### config.mk
export PLATFORM = sky130hd
export DESIGN_NAME = uart_tx_arbiter
export DESIGN_NICKNAME = d
export VERILOG_FILES = /design/src/rtl/uart_tx_arbiter.sv
export SDC_FILE = /design/constraint.sdc
export NUM_CORES = 1
export LEC_CHECK = 0
export ABC_CLOCK_PERIOD_IN_PS = 2200
export BUFFER_PORTS_ARGS = -buffer_cell sky130_fd_sc_hd__buf_2
export CORE_MARGIN = 2
export CORE_UTILIZATION = 41
export CTS_CLUSTER_SIZE = 10
export DETAILED_ROUTE_END_ITERATION = 10
export PLACE_DENSITY = 0.84
export SLEW_MARGIN = 0
export SYNTH_ARGS = -nofsm -noshare
export SYNTH_HDL_FRONTEND = slang
export SYNTH_SLANG_ARGS = --single-unit
### constraint.sdc
create_clock -name i_Clock -period 2.2 [get_ports i_Clock]
set_input_delay 0.33 -clock i_Clock [delete_from_list [all_inputs] [get_ports i_Clock]]
set_output_delay 0.33 -clock i_Clock [all_outputs]
set_load 0.01 [all_outputs]
### src/rtl/uart_tx_arbiter.sv
// uart_tx_arbiter: round-robin arbiter sharing one UART TX serializer among
// NUM_REQ byte sources. Issues a one-cycle DV/grant per frame and follows the
// transmitter active/done handshake until the frame is fully drained.
// Optional watchdog abort enabled with macro UART_ARB_TIMEOUT_EN.
module uart_tx_arbiter #(
   parameter int unsigned NUM_REQ      = 4,
   parameter int unsigned IDX_W        = 2,
   parameter int unsigned TIMEOUT_CLKS = 4096
) (
   input  logic                 i_Clock,
   input  logic                 i_Reset,
   input  logic [NUM_REQ-1:0]   i_Req,
   input  logic [8*NUM_REQ-1:0] i_Req_Byte,
   output logic [NUM_REQ-1:0]   o_Grant,
   output logic                 o_TX_DV,
   output logic [7:0]           o_TX_Byte,
   input  logic                 i_TX_Active,
   input  logic                 i_TX_Done,
   output logic                 o_Busy,
   output logic [IDX_W-1:0]     o_Last_Src,
   output logic                 o_Timeout
);

   typedef enum logic [2:0] {
      IDLE,
      ISSUE,
      WAIT_ACT,
      WAIT_DONE,
      DRAIN
   } state_t;

   state_t           r_State;
   state_t           w_Next;
   logic [IDX_W-1:0] r_Winner;
   logic [IDX_W-1:0] w_Pick;
   logic [IDX_W-1:0] w_Idx;
   logic             w_Found;
   logic             w_Go;
   logic             w_Waiting;
   logic             w_Timeout;

   assign w_Waiting = (r_State == WAIT_ACT) || (r_State == WAIT_DONE) || (r_State == DRAIN);
   assign w_Go      = w_Found && !i_TX_Active && !i_TX_Done;

   // Round-robin search: first pending request after the last granted source
   always_comb begin
      w_Pick  = '0;
      w_Idx   = '0;
      w_Found = 1'b0;
      for (int unsigned i = 1; i <= NUM_REQ; i++) begin
         w_Idx = IDX_W'((32'(o_Last_Src) + i) % NUM_REQ);
         if (!w_Found && i_Req[w_Idx]) begin
            w_Found = 1'b1;
            w_Pick  = w_Idx;
         end
      end
   end

`ifdef UART_ARB_TIMEOUT_EN
   localparam int unsigned CNT_W = $clog2(TIMEOUT_CLKS) + 1;

   logic [CNT_W-1:0] r_Count;

   // Watchdog counter: cleared on issue, runs while waiting on the transmitter
   always_ff @(posedge i_Clock) begin
      if (i_Reset)
         r_Count <= '0;
      else if (r_State == ISSUE)
         r_Count <= '0;
      else if (w_Waiting)
         r_Count <= r_Count + 1'b1;
   end

   assign w_Timeout = w_Waiting && (r_Count == CNT_W'(TIMEOUT_CLKS - 1));
`else
   assign w_Timeout = 1'b0;
`endif

   // State register
   always_ff @(posedge i_Clock) begin
      if (i_Reset)
         r_State <= IDLE;
      else
         r_State <= w_Next;
   end

   // Next-state logic; watchdog abort takes priority in every wait state
   always_comb begin
      w_Next = r_State;
      case (r_State)
         IDLE:      if (w_Go) w_Next = ISSUE;
         ISSUE:     w_Next = WAIT_ACT;
         WAIT_ACT:  if (w_Timeout) w_Next = IDLE;
                    else if (i_TX_Active) w_Next = WAIT_DONE;
         WAIT_DONE: if (w_Timeout) w_Next = IDLE;
                    else if (i_TX_Done) w_Next = DRAIN;
         DRAIN:     if (w_Timeout) w_Next = IDLE;
                    else if (!i_TX_Done) w_Next = IDLE;
         default:   w_Next = IDLE;
      endcase
   end

   // Winner/byte capture in IDLE, last-source update in ISSUE
   always_ff @(posedge i_Clock) begin
      if (i_Reset) begin
         r_Winner   <= '0;
         o_TX_Byte  <= '0;
         o_Last_Src <= IDX_W'(NUM_REQ - 1);
      end else begin
         if (r_State == IDLE && w_Go) begin
            r_Winner  <= w_Pick;
            o_TX_Byte <= i_Req_Byte[8*w_Pick +: 8];
         end
         if (r_State == ISSUE)
            o_Last_Src <= r_Winner;
      end
   end

   // Outputs decoded from state
   always_comb begin
      o_Grant   = '0;
      o_TX_DV   = 1'b0;
      o_Busy    = (r_State != IDLE);
      o_Timeout = w_Timeout;
      if (r_State == ISSUE) begin
         o_Grant[r_Winner] = 1'b1;
         o_TX_DV           = 1'b1;
      end
   end

endmodule

==> summary.txt <==
STA
  – Fin Setup TNS: 0 ns
  – Final period util: 0.8079
  – Worst Skew: 0.003095 ns
  – Max Slew Vio Count: 0
  – FMAX: 562.6 MHz
  – RSZ-0062 raised after global routing: no
  – Final setup fails: 0
  – Worst Max-Slew Pin Slew: 0.4994 ns
  – Rel. slew slack: 0.6658
  – Hold Vio Cnt, Final: 0
  – Min Hold Slack: 0.2985 ns
  – Fin crit period: 1.777 ns

Worst setup path
  – Arrival time worst endpoint: 1.97 ns
  – WP data required: 2.40 ns
  – WS Path Type: reg2reg
  – RR Startpoint: r_State[1]$_SDFFE_PP0P_
  – Max FO, Critical Path: 8
  – Crit start category: flip-flop
  – CP endpoint kind: flip-flop
  – Worst setup startpoint: r_State[1]$_SDFFE_PP0P_

Global route
  – Total grt overflow: 0
  – GRT Total Usage: 0.1973
  – First-pass GRT wire length: 3795 µm
  – Largest net degree at the start of global routing: 18
  – Vias in the first global route: 899
  – Initial antenna violation count: 0

Place
  – # port buffers: 55
  – GP Congestion: 0.7269
  – DP Wirelength: 1834 µm
  – Area after DPL: 0.001182 mm²

Die
  – Initial Utilization: 0.4369
  – I/O Pins: 57
  – Die X: 49.96 µm
  – Core Rows: 16
  – Core area: 0.001982 mm²
  – Die ar.: 0.002496 mm²
  – Die Height: 49.96 µm

Route
  – Vias per cell: 5.136
  – Routed Antenna Nets: 0
  – Total number of vias: 945
  – Wire per inst: 12.97 µm
  – Drt drc: 0
  – 1st-iter DRT viols: 19
  – Drt first pass iters: 4
  – Final WL: 2386 µm

Flow run
  – Max-cap violations: 0

Cells and area
  – Design Area, Final: 0.001210 mm²
  – # fillers: 173
  – Fraction of layout cells with a size suffix above 1: 0.4268
  – Final nets: 198
  – Commonest cells after routing, fill and taps aside: buf_2 (55), mux2i_1 (16), dfxtp_1 (15)
  – Most common cell after layout, fill and taps aside: buf_2
  – Area delta synth->final: 39.74%
  – Diodes inserted: 0

Synthesis
  – Post-synth top flop: dfxtp_1
  – Post-synth top area share: 0.3468
  – Synth Instances: 99
  – Synthesized area: 865.8 µm²
  – Synth cell types: 26
  – Post-synthesis sequential area ratio: 0.3468
  – Post-synthesis async set-or-reset flop share: 0
  – Syn_nets: 139
  – #FFs+latches synth: 15
  – EDFF count, synth: 0
  – Synth top area cells: dfxtp_1 (35%), mux2i_1 (18%), o221ai_1 (8.1%)
  – Yosys warning total: 0
  – Area leader, netlist: dfxtp_1
  – Synthesized area per cell: 8.746 µm²

Power
  – Psw: 0.2046 mW
  – Pwr Density: 546.6 mW/mm²
  – Lkg Pwr: 0.6443 nW
  – Comb pwr share: 0.299
  – P_int: 0.4567 mW
  – Clock power frac: 0.235
  – Max rail drop VDD: 456.7 µV
  – Net Sw Frac: 0.3093
  – Flop pwr share: 0.467

Clock network
  – TritonCTS Sinks: 15
  – H-tree levels: 1
  – Setup bufs post-CTS: 0
  – Root Buffer: clkbuf_4
  – Number of buffers created by CTS: 3
  – Clk buf depth: 2
  – CTS tree: done
  – Post-CTS sizing: 0
  – Clock Pin Slew Worst Setup and Hold Paths: 0.09 ns
  – Clock latency on the worst-skew pair: 0.28 ns
  – Hold_buf cts: 0

Hold path
  – Worst hold path type: in2reg
  – HP Start: i_Reset

Run status
  – Status: finished, final reports clean
-- through the flow --
stage / total power [mW] / setup slack (ns) / utilization / std cells
after global placement: 0.5027 / 0.5218 / 0.5966 / 180
after detailed placement: 0.5108 / 0.4668 / 0.5966 / 180
final: 0.6613 / 0.4227 / 0.6105 / 184
after global routing: 0.6988 / 0.2656 / 0.6105 / 184
after CTS: 0.6654 / 0.4453 / 0.6105 / 184
after floorplan: 0.4286 / 0.5424 / - / 99
-- sequential cells by signal, summed over array words and instances, names as in the netlist --
signal      flops
o_Last_Src      2
o_TX_Byte       8
r_State         3
r_Winner        2
-- cells by family after synthesis --
logic type | synth area share
muxes | 0.1980
buffers and inverters | 0.04912
and+or+nand+nor | 0.2298
DFF | 0.3468
other | 0.004331
AOI/OAI and AO/OA | 0.1720
-- layout make-up --
| class | instances | area [µm²] | area share |
|---|---|---|---|
| clock inverter | 1 | 5.005 | 0.004137 |
| timing repair buffer | 57 | 290.3 | 0.2399 |
| tap | 27 | 33.78 | 0.02792 |
| sequential | 15 | 300.3 | 0.2482 |
| multi-input combinational | 75 | 535.5 | 0.4426 |
| clock buffer | 3 | 22.52 | 0.01861 |
| inverter | 6 | 22.52 | 0.01861 |
-- power by group through the flow --
stage / sequential (mW) / clock, mW / combinational (mW)
after floorplan: 0.318 / 0 / 0.111
after global placement: 0.313 / 0 / 0.190
after detailed placement: 0.314 / 0 / 0.197
after CTS: 0.308 / 0.159 / 0.199
after global routing: 0.312 / 0.172 / 0.215
final: 0.309 / 0.155 / 0.197
-- layer usage --
| metal | up-vias | track usage | part of all wire |
|---|---|---|---|
| met5 | - | 0 | 0 |
| met4 | 0 | 0.05556 | 0.0050 |
| met3 | 2 | 0.03939 | 0.052 |
| met2 | 32 | 0.3733 | 0.53 |
| met1 | 427 | 0.2193 | 0.41 |
| li1 | 484 | - | - |
-- cell usage after synthesis (all sizes together), types with 2 or more instances --
library cell	count
mux2i	16
dfxtp	15
nand2	14
nor2	9
o221ai	8
inv	6
nor4	4
a211oi	3
a21oi	3
buf	3
and3	2
nand2b	2
nand3	2
nor3	2
o22ai	2
-- path summary, 6_finish.rpt --
path	end	slack, ns	cells past startpoint
hold / removal	r_Winner[1]$_SDFFE_PP0P_	0.30	2
hold reg to reg	o_TX_Byte[1]$_SDFFE_PP0P_	0.47	2
setup / recovery	o_TX_Byte[7]$_SDFFE_PP0P_	0.42	4
setup reg to reg	o_TX_Byte[7]$_SDFFE_PP0P_	0.42	4
-- worst max-delay path, cell delays in order, from the launching register on --
cell and delay [ns]:
dfxtp_1 0.39, or3_4 0.40, nor4_4 0.40, nand3_2 0.25, o221ai_1 0.25
(Power assumes the default switching activity.)
